File: src/rtl/ppu_pkg.sv
// Shared PPU definitions: VRAM port states, register indices, palette base and
// address increments.
package ppu_pkg;

   typedef enum logic [1:0] {
      IDLE    = 2'd0,
      PEND    = 2'd1,
      ACCESS  = 2'd2,
      CAPTURE = 2'd3
   } vram_port_state_t;

   localparam logic [2:0] REG_STATUS = 3'd2;
   localparam logic [2:0] REG_ADDR   = 3'd6;
   localparam logic [2:0] REG_DATA   = 3'd7;

   localparam int ADDR_W = 14;
   localparam logic [ADDR_W-1:0] PAL_BASE    = 14'h3F00;
   localparam logic [ADDR_W-1:0] PAL_RD_MASK = 14'h2FFF;
   localparam logic [ADDR_W-1:0] INC_1       = 14'd1;
   localparam logic [ADDR_W-1:0] INC_32      = 14'd32;

endpackage

File: src/rtl/ppu_pal_mirror.sv
// Palette address remap; with PPU_PAL_MIRROR_EN defined, sprite backdrop entries
// $3F10/14/18/1C fold onto $3F00/04/08/0C, otherwise addresses pass through.
module ppu_pal_mirror
   import ppu_pkg::*;
(
   input  logic [ADDR_W-1:0] addr,
   output logic [ADDR_W-1:0] mapped
);

`ifdef PPU_PAL_MIRROR_EN
   always_comb begin
      mapped = addr;
      if (addr >= PAL_BASE && addr[4] && addr[1:0] == 2'b00)
         mapped[4] = 1'b0;
   end
`else
   assign mapped = addr;
`endif

endmodule

File: src/rtl/ppu_vram_port.sv
// CPU-side PPUADDR/PPUDATA access into VRAM with a delayed read buffer and
// busy/own arbitration against the renderer. Optional macro: PPU_PAL_MIRROR_EN.
//
// state   | meaning
// IDLE    | no op outstanding; a $2007 access may be accepted
// PEND    | op latched, waiting for render_busy to drop
// ACCESS  | driving VRAM address and write data / read strobe
// CAPTURE | loading read_buf from VRAM_data_in
module ppu_vram_port
   import ppu_pkg::*;
(
   input  logic        clk,
   input  logic        reset,
   input  logic        cpu_sel,
   input  logic [2:0]  cpu_addr,
   input  logic        cpu_rw,
   input  logic [7:0]  cpu_data_in,
   output logic [7:0]  cpu_data_out,
   input  logic        ctrl_inc32,
   input  logic        render_busy,
   output logic        cpu_owns_bus,
   output logic [15:0] VRAM_addr,
   output logic [7:0]  VRAM_data_out,
   input  logic [7:0]  VRAM_data_in,
   output logic        VRAM_we,
   output logic        VRAM_re,
   output logic [4:0]  pal_addr,
   input  logic [7:0]  pal_data_in,
   output logic        drop_pulse
);

   localparam logic [1:0] ST_IDLE    = IDLE;
   localparam logic [1:0] ST_PEND    = PEND;
   localparam logic [1:0] ST_ACCESS  = ACCESS;
   localparam logic [1:0] ST_CAPTURE = CAPTURE;

   logic [1:0]        state;
   logic              w;
   logic [5:0]        t_hi;
   logic [ADDR_W-1:0] v;
   logic [7:0]        read_buf;
   logic [ADDR_W-1:0] op_addr;
   logic [7:0]        op_data;
   logic              op_is_rd;

   logic [ADDR_W-1:0] v_map;
   logic [ADDR_W-1:0] op_map;
   logic              sel_status;
   logic              sel_addr;
   logic              sel_data;
   logic              is_pal;
   logic              in_access;

   ppu_pal_mirror u_pal_mirror_v  (.addr(v),       .mapped(v_map));
   ppu_pal_mirror u_pal_mirror_op (.addr(op_addr), .mapped(op_map));

   assign sel_status = cpu_sel && cpu_addr == REG_STATUS && cpu_rw;
   assign sel_addr   = cpu_sel && cpu_addr == REG_ADDR && !cpu_rw;
   assign sel_data   = cpu_sel && cpu_addr == REG_DATA;
   // mirroring only clears bit 4 above PAL_BASE, so it never crosses the base
   assign is_pal     = v_map >= PAL_BASE;
   assign pal_addr   = v_map[4:0];

   always_ff @(posedge clk) begin
      if (reset) begin
         state        <= ST_IDLE;
         w            <= 1'b0;
         t_hi         <= '0;
         v            <= '0;
         read_buf     <= '0;
         op_addr      <= '0;
         op_data      <= '0;
         op_is_rd     <= 1'b0;
         cpu_data_out <= '0;
         drop_pulse   <= 1'b0;
      end else begin
         drop_pulse <= sel_data && state != ST_IDLE;

         if (sel_status) begin
            w <= 1'b0;
         end else if (sel_addr) begin
            if (!w) begin
               t_hi <= cpu_data_in[5:0];
               w    <= 1'b1;
            end else begin
               v <= {t_hi, cpu_data_in};
               w <= 1'b0;
            end
         end

         if (sel_data && state == ST_IDLE) begin
            // palette reads refill the buffer from the nametable underneath
            op_addr  <= (cpu_rw && is_pal) ? (v & PAL_RD_MASK) : v;
            op_data  <= cpu_data_in;
            op_is_rd <= cpu_rw;
            v        <= v + (ctrl_inc32 ? INC_32 : INC_1);
            if (cpu_rw)
               cpu_data_out <= is_pal ? pal_data_in : read_buf;
         end

         case (state)
            ST_IDLE:    if (sel_data) state <= ST_PEND;
            ST_PEND:    if (!render_busy) state <= ST_ACCESS;
            ST_ACCESS:  state <= op_is_rd ? ST_CAPTURE : ST_IDLE;
            ST_CAPTURE: begin
               read_buf <= VRAM_data_in;
               state    <= ST_IDLE;
            end
            default:    state <= ST_IDLE;
         endcase
      end
   end

   always_comb begin
      in_access     = state == ST_ACCESS;
      cpu_owns_bus  = in_access || state == ST_CAPTURE;
      VRAM_addr     = in_access ? {2'b00, op_map} : 16'h0000;
      VRAM_data_out = (in_access && !op_is_rd) ? op_data : 8'h00;
      VRAM_we       = in_access && !op_is_rd;
      VRAM_re       = in_access && op_is_rd;
   end

endmodule

File: config.mk
export PLATFORM = sky130hd
export DESIGN_NAME = ppu_vram_port
export DESIGN_NICKNAME = d
export VERILOG_FILES = /design/src/rtl/ppu_pkg.sv /design/src/rtl/ppu_pal_mirror.sv /design/src/rtl/ppu_vram_port.sv
export SDC_FILE = /design/constraint.sdc
export NUM_CORES = 1
export LEC_CHECK = 0
export BUFFER_PORTS_ARGS = -buffer_cell sky130_fd_sc_hd__buf_2
export CAP_MARGIN = 10
export CORE_MARGIN = 2
export CORE_UTILIZATION = 37
export DETAILED_ROUTE_END_ITERATION = 10
export GPL_TIMING_DRIVEN = 0
export PLACE_DENSITY_LB_ADDON = 0.2
export REMOVE_ABC_BUFFERS = 1
export SLEW_MARGIN = 20
export SYNTH_ARGS = -nofsm -noshare
export SYNTH_HDL_FRONTEND = slang
export SYNTH_HIERARCHICAL = 1
export SYNTH_SLANG_ARGS = --single-unit
File: constraint.sdc
create_clock -name clk -period 4.5 [get_ports clk]
set_input_delay 0.9 -clock clk [delete_from_list [all_inputs] [get_ports clk]]
set_output_delay 0.9 -clock clk [all_outputs]
set_load 0.01 [all_outputs]
Word level (Yosys, flattened, before mapping)
Cells that the tools add are included.
{"block": "classes", "n_addsub": 1, "order_cmp": 1, "eq_ne": 9, "mux": 14, "bitwise_logic": 2, "n_reduce_logical": 22}
{"cell": "14-bit two-way mux", "count": 5}
{"cell": "8-bit two-way mux", "count": 2}
{"cell": "14-bit by 6-bit adder with 14-bit output", "count": 1}
{"cell": "14-bit greater-or-equal comparator, second input constant", "count": 1}
{"cell": "13-bit two-way mux", "count": 1}
{"cell": "1-bit logical AND", "count": 10}
{"cell": "2-bit case mux with 4 select lines", "count": 1}
{"cell": "3-bit equality test, second input constant", "count": 2}
{"cell": "2-bit two-way mux", "count": 3}
{"cell": "6-bit two-way mux", "count": 1}
{"cell": "3-bit AND reduction", "count": 2}
{"cell": "2-bit nonzero test", "count": 3}
{"cell": "2-bit equality test, second input constant", "count": 2}
{"cell": "2-bit != test, second input constant", "count": 2}
{"cell": "2-bit AND reduction", "count": 2}
{"cell": "3-bit by 2-bit equality test with 1-bit output, second input constant", "count": 1}
{"cell": "2-bit by 1-bit equality test with 1-bit output, second input constant", "count": 1}
{"cell": "1-bit logical NOT", "count": 2}
{"cell": "2-bit logical NOT", "count": 1}
{"cell": "2-bit by 1-bit != test with 1-bit output, second input constant", "count": 1}
{"cell": "1-bit inverter", "count": 2}
{"cell": "2-bit OR reduction", "count": 1}
{"cell": "1-bit logical OR", "count": 1}
{"cell": "1-bit two-way mux", "count": 1}
{"block": "totals", "register_bits": 63, "in_bits": 33, "out_inout_bits": 41, "elab_cells": 59}

Longest topological paths before layout
Gate-level depths: netlist (run 1).
{"block": "depth", "ltp_word": 6, "depth_mapped": 7, "ltp_nobuf": 6}

By module
Netlist (run 1), hierarchy kept.
{"module": "ppu_vram_port", "instances": 1, "cells_each": 358, "area_each_um2": 2924.1, "seq_area_each_um2": 1261.2}
{"module": "ppu_pal_mirror", "instances": 2, "cells_each": 14, "area_each_um2": 105.1, "seq_area_each_um2": 0.0}

Least setup slack after synthesis (run 1)
No wires, ideal clock.
{"block": "synth_timing", "path_type": "input -> register", "start": "input port cpu_addr[0]", "end": "register t_hi[0]", "setup_time_ns": 0.128, "t_arrival_ns": 2.130, "required_ns": 4.372, "path_slack_ns": 2.242, "stages": 5, "n_path_buf": 1, "cell_sequence": "nand3b_1 > or4b_2 > buf_2 > mux2i_1 > nor2_1"}
{"block": "synth_between", "elab_chain_cells": 5, "elab_cells_between_ends": 8, "classes_between": "2 x eq/ne; 1 x bitwise; 5 x reduce/logical"}
{"item": "from (decl)", "line": "ppu_vram_port.sv:15", "rtl": "input logic [2:0] cpu_addr,"}
{"item": "3-bit by 2-bit equality test with 1-bit output", "line": "ppu_vram_port.sv:57", "rtl": "assign sel_status = cpu_sel && cpu_addr == REG_STATUS && cpu_rw;"}
{"item": "1-bit logical AND (2 in series)", "line": "ppu_vram_port.sv:57"}
{"item": "1-bit inverter (no line)"}
{"item": "3-bit AND reduction (no line) *"}
{"item": "to (signal assigned)", "line": "ppu_vram_port.sv:83", "rtl": "t_hi <= cpu_data_in[5:0];"}
{"item": "to (decl)", "line": "ppu_vram_port.sv:39", "rtl": "logic [5:0] t_hi;"}
Every way passes the cells marked *; elsewhere a longest branch is shown, timed or not.
A chain may end at the register's enable or synchronous reset.

Worst setup path in the final report (run 1)
{"block": "layout_timing", "start": "register state[1]", "end": "output port VRAM_data_out[5]"}
{"block": "layout_between", "elab_chain_cells": 3}
{"item": "from (decl)", "line": "ppu_vram_port.sv:37", "rtl": "logic [1:0] state;"}
{"item": "from (signal assigned)", "line": "ppu_vram_port.sv:104", "rtl": "ST_ACCESS: state <= op_is_rd ? ST_CAPTURE : ST_IDLE;"}
{"item": "2-bit equality test", "line": "ppu_vram_port.sv:115", "rtl": "in_access = state == ST_ACCESS;"}
{"item": "1-bit logical AND", "line": "ppu_vram_port.sv:118", "rtl": "VRAM_data_out = (in_access && !op_is_rd) ? op_data : 8'h00;"}
{"item": "8-bit two-way mux", "line": "ppu_vram_port.sv:118"}
{"item": "to (decl)", "line": "ppu_vram_port.sv:23", "rtl": "output logic [7:0] VRAM_data_out,"}
No other way between the ends.

==> flow_summary.ini, run 1 <==
[run_status]
run_status = finished, final reports clean

[die]
core_um2 = 8180
num_io_pins = 74
die_x_um = 95.7
rows = 33
start_util = 0.381
dieHeight_um = 95.7
fp.dieArea_um2 = 9160

[clock_network]
cts_hold_buf = 0
clk_latency_ns = 0.34
postCtsSetupRepairBufs = 0
clockRootBuffer = clkbuf_8
cts_made_buffers = 9
clkTransAtPathRegs_ns = 0.07
cts_tree = done
ctsResizeCount = 0
clock-sinks = 63
clock_path_buffers = 2
htree_num_levels = 3

[global_routing]
grt_pass1_wl_um = 11900
track_usage = 0.167
grt_max_degree = 66
grt_pass1_vias = 2440
grt_overflow = 0
antenna_found_initial = 0

[power]
leakagePower_nw = 1.36
p_per_area_nw_per_um2 = 317
ir_drop_uv = 130

[timing]
final.setup.tns_ns = 0
min_period_over_period = 0.852
slew_violations = 0
relSlewSlack = 0.295
fin_crit_ns = 3.84
max_freq_mhz = 261
worstMarginPinSlew_ns = 1.05
fin_skew_ns = 0.0102
finalWorstSetupSlack_ns = 0.664
rsz0062_at_grt = no
setup_viol = 0
hold_viol = 0

[setup_path]
critPathRequiredTime_ns = 3.60
critPathKind = flop to output port
path_buf_inv = 1
worstSetupEndpointType = output port
critPathLaunchType = flop
cp_max_fo = 17
path_delay_family = simple AND/OR/NAND/NOR gates
crit_top_cell = nor2b_1
slowest_delay_ns = 0.89
critPathArrivalTime_ns = 2.94
crit_path_cell_trace = nor2b_1 -> nor2b_1 -> and2_1 -> buf_2
worst_path_max_delay_cell = nor2b_1

[final_layout]
n_fill_cell = 879
drive_gt1_frac = 0.221
area_delta_synth_final_pct = 12.7
utilization = 0.429
final_area_um2 = 3510
antenna_cells = 0
layout.nets = 452

[job]
maxCapViolations = 0

[detailed_routing]
drt-initial-drc-count = 120
routed_wl_um = 7350
drc = 0
via_count = 2651
vias_per_cell = 5.04
avgRoutedWirePerCell_um = 14.0
first_pass_iters = 4
postRouteAntennaNets = 0

[placement]
gp_congestion = 0.747
io_buffers = 71
placed_cell_area_um2 = 3310
dp_slack_ns = 1.06
dpl.hpwl_um = 4870

[synth]
synth_area_per_cell_um2 = 8.12
ys_warn_count = 6
synthCells = 383
synth_area_um2 = 3110

[worst_hold_path]
hold_class = flop to flop
registers in the layout, indices dropped and copies added (netlist names):
name,flops
state,2
w,1
t_hi,6
op_data,8
cpu_data_out,8
v,14
read_buf,8
drop_pulse,1
op_addr,14
op_is_rd,1
stage by stage:
step | hold WS (ns) | power, mW | cells
final | 0.446 | 1.11 | 526
after global routing | 0.473 | 1.15 | 526
after CTS | 0.450 | 1.12 | 526
after detailed placement | 0.441 | 0.640 | 510
after global placement | 0.438 | 0.638 | 510
after floorplan | 0.421 | 0.603 | 334
metal layers:
layer / share of wire / wire length (um) / vias up / GRT usage
met5: 0 / 0 / - / 0
met1: 0.48 / 3500 / 1211 / 0.228
li1: - / - / 1377 / -
met2: 0.47 / 3440 / 53 / 0.264
met4: 0.015 / 113 / 0 / 0.0679
met3: 0.041 / 305 / 10 / 0.0258
worst paths after layout:
path	startpoint	to	slack [ns]	cells after the start
worst min-delay path	op_addr[12]	op_addr[12]	0.45	2
worst max register to register	state[0]	cpu_data_out[5]	2.32	4
worst min register to register	op_addr[12]	op_addr[12]	0.45	2
worst max-delay path	state[1]	VRAM_data_out[5]	0.66	4
area by class of cell:
class                   instances  area (um^2)  share of cell area
clock buffers                  12          145              0.0414
multi-input cells             266         1550               0.441
inverters                       5         18.8             0.00535
flip-flops and latches         63         1260               0.360
well taps                     105          131              0.0375
repair buffers                 71          358               0.102
clock inverters                 4         45.0              0.0128
worst min-delay path, delay by kind of cell (launching register included):
| family | cells | cell delay [ns] |
|---|---|---|
| simple gates | 1 | 0.05 |
| flops | 1 | 0.30 |
| compound gates | 1 | 0.05 |
layout by cell type, fill, tap and decap left out, types with 2 or more instances in the layout:
| master | instances |
|---|---|
| conb_1 | 2 |
| o211ai_1 | 3 |
| a21oi_1 | 37 |
| a211oi_1 | 9 |
| and3_1 | 3 |
| nand3_1 | 11 |
| nand3b_1 | 3 |
| clkbuf_8 | 10 |
| and2_1 | 23 |
| nor2_1 | 21 |
| nand2b_1 | 3 |
| a31oi_1 | 8 |
| o21ai_0 | 5 |
| o22ai_1 | 2 |
| or4_1 | 2 |
| nor3_1 | 11 |
| ha_1 | 3 |
| nand4_1 | 4 |
| o311ai_0 | 3 |
| clkbuf_1 | 2 |
| inv_1 | 5 |
| nand2_1 | 64 |
| a311o_1 | 3 |
| mux2i_1 | 14 |
| clkinv_2 | 3 |
| a22oi_1 | 2 |
| dfxtp_1 | 63 |
| or3_1 | 5 |
| nor2b_1 | 2 |
| buf_2 | 70 |
where the power goes:
part / internal [mW] / total [mW] / leakage, nW / switching [mW]
Clock: 0.269 / 0.484 / 0.100 / 0.215
Combinational: 0.0224 / 0.0587 / 0.749 / 0.0364
Sequential: 0.563 / 0.568 / 0.508 / 0.00504
Power figures use the tool's default switching activity.
==> run 2, diff against run 1 <==
--- a/config.mk
+++ b/config.mk
@@ -8,11 +8,12 @@
 export BUFFER_PORTS_ARGS = -buffer_cell sky130_fd_sc_hd__buf_2
 export CAP_MARGIN = 10
 export CORE_MARGIN = 2
-export CORE_UTILIZATION = 37
+export CORE_UTILIZATION = 55
 export DETAILED_ROUTE_END_ITERATION = 10
 export GPL_TIMING_DRIVEN = 0
 export PLACE_DENSITY_LB_ADDON = 0.2
 export REMOVE_ABC_BUFFERS = 1
+export SETUP_SLACK_MARGIN = 0.05
 export SLEW_MARGIN = 20
 export SYNTH_ARGS = -nofsm -noshare
 export SYNTH_HDL_FRONTEND = slang
==> flow_summary.ini, run 2 (synthesis results as in run 1) <==
[setup_path]
critPathKind = flop to output port
slowest_delay_ns = 0.79
r2r_start = state[0]
crit_top_cell = nor2b_1
ff2ff_path_depth = 4
cp_max_fo = 17
reg2reg_setup_slack_ns = 2.36
path_delay_family = simple AND/OR/NAND/NOR gates
worst_path_max_delay_cell = nor2b_1
r2r_end = cpu_data_out[1]
path_buf_inv = 1
critPathLaunchType = flop
critPathRequiredTime_ns = 3.60
crit_path_cell_trace = nor2b_1 -> nor2b_1 -> and2_1 -> buf_2
worstSetupEndpointType = output port
critPathArrivalTime_ns = 2.63

[detailed_routing]
drc = 0
postRouteAntennaNets = 0
routed_wl_um = 6690
via_count = 2688
avgRoutedWirePerCell_um = 13.6
vias_per_cell = 5.45
first_pass_iters = 4
drt-initial-drc-count = 189

[global_routing]
grt_pass1_vias = 2410
antenna_found_initial = 0
track_usage = 0.224
grt_overflow = 0
grt_max_degree = 66
grt_pass1_wl_um = 11100

[die]
fp.dieArea_um2 = 6280
core_um2 = 5470
rows = 27
dieHeight_um = 79.2
start_util = 0.569
num_io_pins = 74
die_x_um = 79.2

[clock_network]
clock-sinks = 63
cts_tree = done
clock_path_buffers = 2
clockRootBuffer = clkbuf_8
postCtsSetupRepairBufs = 0
ctsResizeCount = 0
cts_made_buffers = 9
clkTransAtPathRegs_ns = 0.06
htree_num_levels = 3
cts_hold_buf = 0
clk_latency_ns = 0.33

[timing]
setup_viol = 0
min_period_over_period = 0.785
finalWorstSetupSlack_ns = 0.968
fin_skew_ns = 0.00726
fin_crit_ns = 3.53
holdWs_ns = 0.447
hold_viol = 0
final.setup.tns_ns = 0
worstMarginPinSlew_ns = 0.998
rsz0062_at_grt = no
slew_violations = 0
max_freq_mhz = 283
relSlewSlack = 0.331

[placement]
gp_congestion = 0.850
dpl.hpwl_um = 4500
dp_slack_ns = 1.30
io_buffers = 71

[power]
p_per_area_nw_per_um2 = 300
intPower_mw = 0.798
ir_drop_uv = 190
power_switching_mw = 0.236
p_clk_frac = 0.394
p_comb_frac = 0.057
p_sw_frac = 0.228
seq_power_share = 0.550
leakagePower_nw = 1.35

[final_layout]
final_cell_mix = 70 x buf_2, 64 x nand2_1, 63 x dfxtp_1
final_common_cell = buf_2
area_delta_synth_final_pct = 10.6
antenna_cells = 0
drive_gt1_frac = 0.216
reg.largest.list = op_addr: 14 flops, v: 14 flops
layout.nets = 453

[job]
maxCapViolations = 0

[worst_hold_path]
hp-start = op_addr[10]
holdPathStages = 2
hold_class = flop to flop
hold_path_end = op_addr[10]

[run_status]
run_status = finished, final reports clean
[run 2: cell types whose count changed in the layout (fill, tap and decap cells not counted)]
cell / change
bufinv_16: -1
buf_8: +1
clkinv_2: -2
clkbuf_1: +2
nor2_4: -1
nor2_2: +1
[run 2: per-stage QoR]
stage / cells / utilization / total power [mW] / cell area (um^2)
2_1_floorplan: 334 / - / 0.603 / 2810
3_3_place_gp: 477 / 0.596 / 0.637 / 3260
3_5_place_dp: 478 / 0.599 / 0.639 / 3280
4_1_cts: 493 / 0.628 / 1.04 / 3430
5_1_grt: 493 / 0.629 / 1.07 / 3440
6_report: 493 / 0.629 / 1.03 / 3440
[run 2: how the worst max path moves through the flow]
stage,from,slack (ns),cells past startpoint,endpoint
after global routing,state[1],0.64,4,VRAM_data_out[2]
after floorplan,cpu_addr[1],1.85,4,op_addr[12]
after detailed placement,state[1],1.30,4,VRAM_data_out[0]
final,state[1],0.97,4,VRAM_data_out[0]
after global placement,cpu_addr[2],0.99,5,op_addr[12]
after CTS,state[1],0.90,4,VRAM_data_out[0]
[run 2: cell type report]
class | count | area, um^2
Multi-Input combinational cell | 266 | 1540
Sequential cell | 63 | 1260
Timing Repair Buffer | 72 | 373
Clock buffer | 14 | 153
Clock inverter | 1 | 5.00
Inverter | 5 | 18.8
Tap cell | 72 | 90.1
Fill cell | 540 | 2030
[run 2: metal layers]
| metal | GRT usage | vias to the layer above | share of wire |
|---|---|---|---|
| met2 | 0.350 | 58 | 0.46 |
| met5 | 0 | - | 0 |
| li1 | - | 1380 | - |
| met3 | 0.0352 | 11 | 0.043 |
| met1 | 0.301 | 1239 | 0.48 |
| met4 | 0.112 | 0 | 0.019 |
[run 2: worst register-to-register path, cell delays in order, from the launching register on]
cell and delay (ns):
dfxtp_1 0.48, or2_1 0.44, nor3_2 0.80, nor2_1 0.09
a211oi_1 0.26
[run 2: power by group through the flow]
stage	Clock (mW)	Sequential, mW	Combinational, mW
floorplan	0	0.581	0.0222
global placement	0	0.580	0.0566
detailed placement	0	0.581	0.0582
CTS	0.418	0.568	0.0585
global route	0.440	0.569	0.0653
finish	0.407	0.569	0.0586
